==> src/rtl/add_share_arbiter_pkg.sv <==
// rtl/add_share_arbiter_pkg.sv - shared types and width helpers for the adder-sharing arbiter
// Contents: state_t (IDLE/ISSUE/WAIT/RESP, 2-bit), TIMER_W, id_w() for requester index width.
package add_share_pkg;

    typedef enum logic [1:0] {
        IDLE  = 2'd0,
        ISSUE = 2'd1,
        WAIT  = 2'd2,
        RESP  = 2'd3
    } state_t;

    // TIMEOUT is bounded to 255, so eight bits always hold the wait count.
    localparam int TIMER_W = 8;

    function automatic int id_w(input int n);
        return (n > 1) ? $clog2(n) : 1;
    endfunction

endpackage

==> src/rtl/add_share_arbiter_if.sv <==
// rtl/add_share_arbiter_if.sv - requester, response and adder-side signal bundle
// Ports: req/req_a/req_b in from clients, gnt and rsp_* back to them,
//        add_sample/add_a/add_b out to the adder, add_s/add_done back from it, busy status.
// Modports: slave = the arbiter, master = the clients plus adder model around it.
interface add_share_arbiter_if
    import add_share_pkg::*;
#(
    parameter int N_REQ = 4,
    parameter int W     = 4
);
    localparam int IDW = id_w(N_REQ);

    logic [N_REQ-1:0]   req;
    logic [N_REQ*W-1:0] req_a;
    logic [N_REQ*W-1:0] req_b;
    logic [N_REQ-1:0]   gnt;
    logic               rsp_valid;
    logic [IDW-1:0]     rsp_id;
    logic [W:0]         rsp_sum;
    logic               rsp_err;
    logic               busy;
    logic               add_sample;
    logic [W-1:0]       add_a;
    logic [W-1:0]       add_b;
    logic [W:0]         add_s;
    logic               add_done;

    modport slave (
        input  req, req_a, req_b, add_s, add_done,
        output gnt, rsp_valid, rsp_id, rsp_sum, rsp_err, busy, add_sample, add_a, add_b
    );

    modport master (
        output req, req_a, req_b, add_s, add_done,
        input  gnt, rsp_valid, rsp_id, rsp_sum, rsp_err, busy, add_sample, add_a, add_b
    );

endinterface

==> src/rtl/add_share_arbiter_rr_pick.sv <==
// rtl/add_share_arbiter_rr_pick.sv - combinational round-robin requester picker
// Ports: req (request vector), ptr (highest-priority index) -> found, idx (chosen requester).
module rr_pick #(
    parameter int N_REQ = 4,
    parameter int IDW   = 2
) (
    input  logic [N_REQ-1:0] req,
    input  logic [IDW-1:0]   ptr,
    output logic             found,
    output logic [IDW-1:0]   idx
);

    logic [N_REQ-1:0] rot;
    logic [IDW-1:0]   enc;

    // Rotate so that requester ptr lands in bit 0; lowest set bit then wins.
    always_comb begin
        rot = '0;
        for (int i = 0; i < N_REQ; i++) begin
            rot[i] = req[IDW'((i + int'(ptr)) % N_REQ)];
        end
    end

    always_comb begin
        found = 1'b0;
        enc   = '0;
        for (int i = N_REQ - 1; i >= 0; i--) begin
            if (rot[i]) begin
                found = 1'b1;
                enc   = IDW'(i);
            end
        end
    end

    assign idx = IDW'((int'(enc) + int'(ptr)) % N_REQ);

endmodule

==> src/rtl/add_share_arbiter.sv <==
// rtl/add_share_arbiter.sv - round-robin sharing of one sample-then-add unit among N_REQ clients
// Ports: clk, rst_n (async active-low), bus (add_share_arbiter_if.slave): client req/operands in,
//        one-hot gnt and tagged rsp_* out, adder sample/operands out, adder sum/done in, busy.
module add_share_arbiter
    import add_share_pkg::*;
#(
    parameter int N_REQ   = 4,
    parameter int W       = 4,
    parameter int TIMEOUT = 15
) (
    input  logic                clk,
    input  logic                rst_n,
    add_share_arbiter_if.slave  bus
);

    localparam int IDW = id_w(N_REQ);

    state_t               state_q, state_n;
    logic [IDW-1:0]       id_q, id_n;
    logic [IDW-1:0]       ptr_q, ptr_n;
    logic [W-1:0]         a_q, a_n, b_q, b_n;
    logic [TIMER_W-1:0]   timer_q, timer_n;
    logic [N_REQ-1:0]     gnt_q, gnt_n;
    logic                 sample_q, sample_n;
    logic                 rsp_valid_q, rsp_valid_n;
    logic [IDW-1:0]       rsp_id_q, rsp_id_n;
    logic [W:0]           rsp_sum_q, rsp_sum_n;
    logic                 rsp_err_q, rsp_err_n;
    logic                 busy_q, busy_n;

    logic                 pick_found;
    logic [IDW-1:0]       pick_idx;

    rr_pick #(.N_REQ(N_REQ), .IDW(IDW)) u_pick (
        .req   (bus.req),
        .ptr   (ptr_q),
        .found (pick_found),
        .idx   (pick_idx)
    );

    always_ff @(posedge clk or negedge rst_n) begin
        if (!rst_n) begin
            state_q     <= IDLE;
            id_q        <= '0;
            ptr_q       <= '0;
            a_q         <= '0;
            b_q         <= '0;
            timer_q     <= '0;
            gnt_q       <= '0;
            sample_q    <= 1'b0;
            rsp_valid_q <= 1'b0;
            rsp_id_q    <= '0;
            rsp_sum_q   <= '0;
            rsp_err_q   <= 1'b0;
            busy_q      <= 1'b0;
        end else begin
            state_q     <= state_n;
            id_q        <= id_n;
            ptr_q       <= ptr_n;
            a_q         <= a_n;
            b_q         <= b_n;
            timer_q     <= timer_n;
            gnt_q       <= gnt_n;
            sample_q    <= sample_n;
            rsp_valid_q <= rsp_valid_n;
            rsp_id_q    <= rsp_id_n;
            rsp_sum_q   <= rsp_sum_n;
            rsp_err_q   <= rsp_err_n;
            busy_q      <= busy_n;
        end
    end

    // Next values are computed for the state being entered, so every strobe
    // is a register that is high exactly during its own state.
    always_comb begin
        state_n     = state_q;
        id_n        = id_q;
        ptr_n       = ptr_q;
        a_n         = a_q;
        b_n         = b_q;
        timer_n     = timer_q;
        gnt_n       = '0;
        sample_n    = 1'b0;
        rsp_valid_n = 1'b0;
        rsp_id_n    = rsp_id_q;
        rsp_sum_n   = rsp_sum_q;
        rsp_err_n   = rsp_err_q;

        case (state_q)
            IDLE: begin
                // add_done is deliberately not looked at here: a stale done
                // from an aborted transaction must not produce a response.
                if (pick_found) begin
                    state_n           = ISSUE;
                    id_n              = pick_idx;
                    a_n               = bus.req_a[pick_idx*W +: W];
                    b_n               = bus.req_b[pick_idx*W +: W];
                    ptr_n             = IDW'((int'(pick_idx) + 1) % N_REQ);
                    gnt_n[pick_idx]   = 1'b1;
                    sample_n          = 1'b1;
                end
            end
            ISSUE: begin
                state_n = WAIT;
                timer_n = '0;
            end
            WAIT: begin
                if (bus.add_done) begin
                    state_n     = RESP;
                    rsp_sum_n   = bus.add_s;
                    rsp_err_n   = 1'b0;
                    rsp_id_n    = id_q;
                    rsp_valid_n = 1'b1;
                end else if (timer_q == TIMER_W'(TIMEOUT - 1)) begin
                    // This is the TIMEOUT-th WAIT cycle without done.
                    state_n     = RESP;
                    rsp_sum_n   = '0;
                    rsp_err_n   = 1'b1;
                    rsp_id_n    = id_q;
                    rsp_valid_n = 1'b1;
                end else begin
                    timer_n = timer_q + 1'b1;
                end
            end
            RESP: begin
                state_n = IDLE;
            end
            default: begin
                state_n = IDLE;
            end
        endcase

        busy_n = (state_n != IDLE);
    end

    assign bus.gnt        = gnt_q;
    assign bus.add_sample = sample_q;
    assign bus.add_a      = a_q;
    assign bus.add_b      = b_q;
    assign bus.rsp_valid  = rsp_valid_q;
    assign bus.rsp_id     = rsp_id_q;
    assign bus.rsp_sum    = rsp_sum_q;
    assign bus.rsp_err    = rsp_err_q;
    assign bus.busy       = busy_q;

endmodule
==> src/flat_wrapper.sv <==
// flat-port wrapper written by rule: the top's interface ports become plain ports
module add_share_arbiter_flat import add_share_pkg::*;
#(
    parameter int N_REQ   = 4,
    parameter int W       = 4,
    parameter int TIMEOUT = 15
)
  (clk, rst_n, bus_req, bus_req_a, bus_req_b, bus_add_s, bus_add_done, bus_gnt, bus_rsp_valid, bus_rsp_id, bus_rsp_sum, bus_rsp_err, bus_busy, bus_add_sample, bus_add_a, bus_add_b);
  add_share_arbiter_if #(.N_REQ(N_REQ), .W(W)) bus_i ();
  input  logic clk;
  input  logic rst_n;
  input wire logic [$bits(bus_i.req)-1:0] bus_req;
  input wire logic [$bits(bus_i.req_a)-1:0] bus_req_a;
  input wire logic [$bits(bus_i.req_b)-1:0] bus_req_b;
  input wire logic [$bits(bus_i.add_s)-1:0] bus_add_s;
  input wire logic [$bits(bus_i.add_done)-1:0] bus_add_done;
  output wire logic [$bits(bus_i.gnt)-1:0] bus_gnt;
  output wire logic [$bits(bus_i.rsp_valid)-1:0] bus_rsp_valid;
  output wire logic [$bits(bus_i.rsp_id)-1:0] bus_rsp_id;
  output wire logic [$bits(bus_i.rsp_sum)-1:0] bus_rsp_sum;
  output wire logic [$bits(bus_i.rsp_err)-1:0] bus_rsp_err;
  output wire logic [$bits(bus_i.busy)-1:0] bus_busy;
  output wire logic [$bits(bus_i.add_sample)-1:0] bus_add_sample;
  output wire logic [$bits(bus_i.add_a)-1:0] bus_add_a;
  output wire logic [$bits(bus_i.add_b)-1:0] bus_add_b;
  assign bus_i.req = bus_req;
  assign bus_i.req_a = bus_req_a;
  assign bus_i.req_b = bus_req_b;
  assign bus_i.add_s = bus_add_s;
  assign bus_i.add_done = bus_add_done;
  assign bus_gnt = bus_i.gnt;
  assign bus_rsp_valid = bus_i.rsp_valid;
  assign bus_rsp_id = bus_i.rsp_id;
  assign bus_rsp_sum = bus_i.rsp_sum;
  assign bus_rsp_err = bus_i.rsp_err;
  assign bus_busy = bus_i.busy;
  assign bus_add_sample = bus_i.add_sample;
  assign bus_add_a = bus_i.add_a;
  assign bus_add_b = bus_i.add_b;
  add_share_arbiter #(.N_REQ(N_REQ), .W(W), .TIMEOUT(TIMEOUT)) u_core (.clk(clk), .rst_n(rst_n), .bus(bus_i));
endmodule
==> config.mk <==
export PLATFORM = sky130hd
export DESIGN_NAME = add_share_arbiter_flat
export DESIGN_NICKNAME = d
export VERILOG_FILES = /design/src/rtl/add_share_arbiter_pkg.sv /design/src/rtl/add_share_arbiter_if.sv /design/src/rtl/add_share_arbiter_rr_pick.sv /design/src/rtl/add_share_arbiter.sv /design/src/flat_wrapper.sv
export SDC_FILE = /design/constraint.sdc
export NUM_CORES = 1
export LEC_CHECK = 0
export CAP_MARGIN = 20
export CORE_MARGIN = 3
export CORE_UTILIZATION = 50
export CTS_CLUSTER_SIZE = 10
export DETAILED_ROUTE_END_ITERATION = 16
export DONT_BUFFER_PORTS = 1
export MAX_ROUTING_LAYER = met4
export PLACE_DENSITY = 0.72
export SLEW_MARGIN = 15
export SYNTH_ARGS = -nofsm -noshare
export SYNTH_HDL_FRONTEND = slang
export SYNTH_SLANG_ARGS = --single-unit
==> constraint.sdc <==
create_clock -name clk -period 2.9 [get_ports clk]
set_input_delay 0.29 -clock clk [delete_from_list [all_inputs] [get_ports clk]]
set_output_delay 0.29 -clock clk [all_outputs]
set_load 0.01 [all_outputs]
# Word-level counts from Yosys, hierarchy flattened
# Index checks and enable logic that the tools add are counted.
[word_totals]
regBits = 37
input_bits = 44
out_inout_bits = 23
wordCells = 83
[classes]
add_sub_neg = 6
magnitude_cmp = 6
eq_ne = 6
n_shift = 2
n_mux = 42
reduce_logical = 8
[ops]
columns = ["operator", "n"]
rows = [
  ["$shiftx A16 B5 Y4", 2],
  ["$mux W1", 20],
  ["$mux W2", 9],
  ["$lt A2 B4 Y1 const B", 4],
  ["$mux W8", 2],
  ["$pmux W8 S2", 1],
  ["$mux W5", 2],
  ["$add A8 B1 Y8 const B", 1],
  ["$bmux W1 S2", 4],
  ["$eq A8 B4 Y1 const B", 1],
  ["$mux W4", 2],
  ["$pmux W2 S4", 1],
  ["$reduce_bool A2 Y1", 3],
  ["$add A2 B2 Y2 const A", 2],
  ["$eq A2 B2 Y1 const B", 2],
  ["$ne A2 B2 Y1 const B", 2],
  ["$reduce_and A2 Y1", 2],
  ["$lt A2 B3 Y1 const B", 1],
  ["$reduce_and A3 Y1", 1],
  ["$add A1 B2 Y2 const A", 1],
  ["$add A2 B1 Y2 const B", 1],
  ["$add A2 B2 Y2", 1],
  ["$demux W1 S2", 1],
  ["$eq A2 B1 Y1 const B", 1],
  ["other kinds (3)", 3],
]

# Logic depth before layout (Yosys ltp)
[logic_depth]
depth_word = 15
ltp_mapped = 13
depth_no_buf = 11

# Modules after synthesis
# A second synthesis with hierarchy kept.
[unflattened]
hier_cells = 179
hier_area_um2 = 2078.2
[modules_own_cells]
columns = ["mod", "instances", "cells_per_inst", "area_per_inst_um2", "seq_area_each_um2"]
rows = [
  ["add_share_arbiter", 1, 154, 1911.8, 925.9],
  ["rr_pick", 1, 25, 166.4, 0.0],
]

# Least setup slack after synthesis
# No wires, ideal clock.
[synth_path]
kind = "register to register"
startpoint = "reg u_core.ptr_q[1]"
endpoint = "reg u_core.a_q[2], in the netlist u_core.bus.add_a[2]"
setup_time_ps = 122
t_arrival_ps = 2908
t_required_ps = 2778
setup_slack_ps = -129
path_stages_with_launch = 12
path_buffers = 3
synth_period_minus_slack_ps = 3029
path_cell_list = "dfrtp_1 clkbuf_1 clkbuf_1 a31oi_1 a211o_1 ha_1 clkbuf_1 mux2_2 o211ai_1 mux2i_1 nor3_1 o21ai_1"
[synth_between]
elab_chain_cells = 10
elab_cells_between_ends = 26
classes_between = "add/sub: 4; shift: 1; mux: 20; reduce/logical: 1"
[synth_rtl]
columns = ["item", "line", "rtl"]
rows = [
  ["start: declaration", "add_share_arbiter.sv:20", "logic [IDW-1:0] ptr_q, ptr_n;"],
  ["start signal: assignment", "add_share_arbiter.sv:59", "ptr_q <= ptr_n;"],
  ["$add A2 B2 Y2", "add_share_arbiter_rr_pick.sv:20", "rot[i] = req[IDW'((i + int'(ptr)) % N_REQ)];"],
  ["$bmux W1 S2", "add_share_arbiter_rr_pick.sv:20", ""],
  ["$mux W1 (not written as such) (2 in a row)", "add_share_arbiter_rr_pick.sv:20", ""],
  ["$mux W2 (3 in a row)", "add_share_arbiter_rr_pick.sv:28", "if (rot[i]) begin"],
  ["$mux W2 (*)", "add_share_arbiter_rr_pick.sv:28", ""],
  ["$add A2 B2 Y2 (*)", "add_share_arbiter_rr_pick.sv:35", "assign idx = IDW'((int'(enc) + int'(ptr)) % N_REQ);"],
  ["net u_core.pick_idx[0]", "add_share_arbiter.sv:32", "logic [IDW-1:0] pick_idx;"],
  ["$shiftx A16 B5 Y4 (*)", "add_share_arbiter.sv:96", "a_n = bus.req_a[pick_idx*W +: W];"],
  ["end signal: assignment", "add_share_arbiter.sv:60", "a_q <= a_n;"],
  ["end: declaration", "add_share_arbiter.sv:21", "logic [W-1:0] a_q, a_n, b_q, b_n;"],
]
# The timed path passes the listed nets; every way through them passes the cells marked *. The select of a mux whose other input is x is not followed.
# A chain may end at the register's enable or synchronous reset.

# Worst setup path in the final report
[layout_path]
startpoint = "reg u_core.ptr_q[0]"
endpoint = "reg u_core.b_q[2], in the netlist u_core.bus.add_b[2]"
[layout_between]
elab_chain_cells = 10
elab_cells_between_ends = 26
classes_between = "add/sub: 4; shift: 1; mux: 20; reduce/logical: 1"
[layout_rtl]
columns = ["item", "line", "rtl"]
rows = [
  ["$add A2 B2 Y2", "add_share_arbiter_rr_pick.sv:20", ""],
  ["$bmux W1 S2", "add_share_arbiter_rr_pick.sv:20", ""],
  ["$mux W1 (not written as such) (2 in a row)", "add_share_arbiter_rr_pick.sv:20", ""],
  ["$mux W2 (4 in a row)", "add_share_arbiter_rr_pick.sv:28", ""],
  ["$add A2 B2 Y2 (*)", "add_share_arbiter_rr_pick.sv:35", ""],
  ["net u_core.pick_idx[0]", "add_share_arbiter.sv:32", ""],
  ["$shiftx A16 B5 Y4 (*)", "add_share_arbiter.sv:97", "b_n = bus.req_b[pick_idx*W +: W];"],
  ["end signal: assignment", "add_share_arbiter.sv:61", "b_q <= b_n;"],
  ["end: declaration", "add_share_arbiter.sv:21", ""],
]
# Marked as above.

==> results.toml <==
[status]
outcome = "completed"

[logic_synthesis]
synth_warnings = 0
synth-seq-cells = 37
yosysTopAreaCellShare = 0.3893
synthArstFlopShare = 1.000
yosys-top-cells-area = "dfrtp_1, mux2i_1, nand2_1"
yosysMostFrequentCell = "nand2_1"
synth-edff-count = 0
synth.cell_area_um2 = 2379
synth_commonest_cells = "nand2_1, dfrtp_1, mux2i_1, nor2_1, o211ai_1"
yosysTopAreaCell = "dfrtp_1"
synth_nets = 309
seq_area_frac_synth = 0.3893
avgSynthCellArea_um2 = 9.184
ys.flop_type = "dfrtp_1"
ys_types = 39
synth_cells = 259

[critical_path]
r2r_cells = 11
rr_endpoint = "u_core.bus.add_b[2]"
critPathKind = "flip-flop to flip-flop"
required_ns = 3.07
worstSetupEndpointType = "flip-flop"
crit_fanout = 12
r2r-start = "u_core.ptr_q[0]"
reg2reg_slack_ns = 0.20
setup.worst_path.start_class = "flip-flop"
crit_arrival_ns = 2.87

[worst_hold_path]
holdPathEnd = "u_core.bus.rsp_sum[1]"
min_from = "bus_add_s[1]"
hp-class = "input pin to flip-flop"
holdPathStages = 1

[run]
max_cap_violations = 0

[pwr]
ir_drop_uv = 795.3
p_leak_nw = 1.194
power_mw = 3.352
powerDensity_nw_per_um2 = 1282

[timing]
min_period_over_period = 0.9310
setup_violations = 0
worst_pin_slew_ns = 0.6742
clock_skew_ns = 0.005665
min_period_ns = 2.700
setup_tns_ns = 0
slew_headroom = 0.5475
max_freq_ghz = 0.3704
hold_violations = 0
rsz0062_at_grt = "no"
holdWs_ns = 0.1359
drv_slew = 0

[die]
die_h_um = 74.97
chipWidth_um = 74.97
dieArea_um2 = 5621
num_rows = 24
io_pins = 67
initial_core_util = 0.5316
core-area_um2 = 4474

[detailed_routing]
remaining_drc_errors = 0
first_iter_violations = 98
routed_via_density = 6.073
num_vias = 1907
ant_nets = 0
drt_pass1_iterations = 4
wl_um = 5086
routedWlPerCell_um = 16.20

[grt]
grt_pass1_wl_um = 7983
grt_max_degree = 42
grt_usage = 0.1900
grt-ovfl-total = 0
grt_pass1_vias = 1738
grt_antenna_before_repair = 0

[finish]
diodes = 0
nets = 311
syn_to_final_growth_pct = 9.942
stdcell_count = 314
drive_gt1_frac = 0.1183
fillers = 391

[cts]
worstSkewPairLatency_ns = 0.29
cts_buffers = 5
h-tree-depth = 2
cts_tree = "yes"
clock_sinks = 37
cts_root_buf = "clkbuf_8"
cts.clk_slew.worst_paths_ns = 0.07
clockBufferDepth = 2
postCtsSetupBuffers = 0

[placement]
portBuffers = 0
gp_congestion = 0.8489
dp_hpwl_um = 3621
placedCellCount = 304
## how the worst max path moves through the flow
| stage | from | to | depth (start not counted) |
|---|---|---|---|
| after floorplan | u_core.ptr_q[1] | u_core.bus.add_a[2] | 11 |
| after global placement | u_core.ptr_q[0] | u_core.bus.add_a[2] | 11 |
| after detailed placement | u_core.ptr_q[0] | u_core.bus.add_a[2] | 11 |
| after CTS | u_core.ptr_q[0] | u_core.bus.add_a[2] | 11 |
| after global routing | u_core.ptr_q[0] | u_core.bus.add_a[2] | 11 |
| final | u_core.ptr_q[0] | u_core.bus.add_b[2] | 11 |
## where the power goes
group	internal (mW)	switching (mW)	leakage, nW
registers	0.727	0.222	0.462
clock network	0.257	0.189	0.0543
logic	0.906	1.05	0.677
## per-stage QoR
| stage | area, um^2 | setup slack (ns) | util |
|---|---|---|---|
| finish | 2615 | 0.2000 | 0.5845 |
| global route | 2615 | 0.02379 | 0.5845 |
| CTS | 2592 | 0.1248 | 0.5794 |
| detailed placement | 2447 | 0.1742 | 0.5470 |
| global placement | 2447 | 0.2297 | 0.5470 |
| floorplan | 2381 | 0.02804 | - |
## cell families (layout without fill, tap and decap cells)
| family | after synthesis | after routing | synth area share |
|---|---|---|---|
| buf+inv | 23 | 26 | 0.04314 |
| simple gates | 105 | 105 | 0.2078 |
| fa+ha+maj | 6 | 6 | 0.03156 |
| compound gates | 43 | 43 | 0.1268 |
| flops | 37 | 37 | 0.3893 |
| mux | 34 | 34 | 0.1473 |
| xor+xnor | 11 | 11 | 0.05418 |
## state kept, by name, summed over array words and instances, names as in the netlist
register,cells
u_core.bus.rsp_valid,1
u_core.bus.rsp_err,1
u_core.bus.rsp_id,2
u_core.bus.busy,1
u_core.state_q,2
u_core.bus.add_sample,1
u_core.bus.rsp_sum,5
u_core.timer_q,8
u_core.bus.add_a,4
u_core.bus.add_b,4
u_core.bus.gnt,4
u_core.id_q,2
u_core.ptr_q,2
## cell usage in the layout (no fill, tap or decap), types with 2 or more instances in the layout
cell / synthesis / layout
nand2_1: 41 / 41
nor2b_1: 3 / 3
dfrtp_1: 37 / 36
clkbuf_8: 0 / 5
or4_1: 8 / 8
nand4_1: 4 / 4
mux2_2: 8 / 8
a31oi_1: 2 / 2
a22o_1: 5 / 5
buf_12: 0 / 2
clkinv_1: 2 / 2
ha_1: 6 / 5
xor2_1: 8 / 8
and2_1: 2 / 2
o21ai_1: 12 / 12
inv_1: 5 / 5
buf_4: 0 / 7
nor3_1: 11 / 10
nor2_1: 26 / 26
o211ai_1: 18 / 18
nor4_1: 3 / 3
mux2i_1: 26 / 26
## worst max-delay path, stage by stage (launching register included)
cell and delay (ns):
dfrtp_2 0.45, nor2b_1 0.16, a221oi_1 0.24, a31oi_1 0.07
a211o_1 0.31, ha_4 0.30, buf_12 0.13, mux2_2 0.37
o211ai_1 0.17, mux2i_1 0.10, nor3_1 0.20, o21ai_1 0.09
## area by class of cell
cell class                      instances  area, um^2  area share
Clock inverter                          3       46.29     0.01770
Inverter                                7       26.28     0.01005
Clock buffer                            5       68.82     0.02632
Tap cell                               52       65.06     0.02488
Multi-Input combinational cell        199        1368      0.5230
Timing Repair Buffer                   11       113.9     0.04354
Sequential cell                        37       927.1      0.3545
## routing by layer
layer	share of wire	vias up	global-route usage
met5	0	-	-
met4	0.013	0	0.06126
met3	0.054	7	0.04272
met2	0.50	63	0.3056
met1	0.43	907	0.2366
li1	-	930	-
## timing repair
| action | 4_1_cts | 5_1_grt |
|---|---|---|
| hold endpoints to repair | 37 | 0 |
| gates resized for setup | 0 | 4 |
| hold buffers | 2 | 0 |
| setup endpoints to repair | 0 | 4 |
No activity file was read; power rests on OpenSTA's default activity.
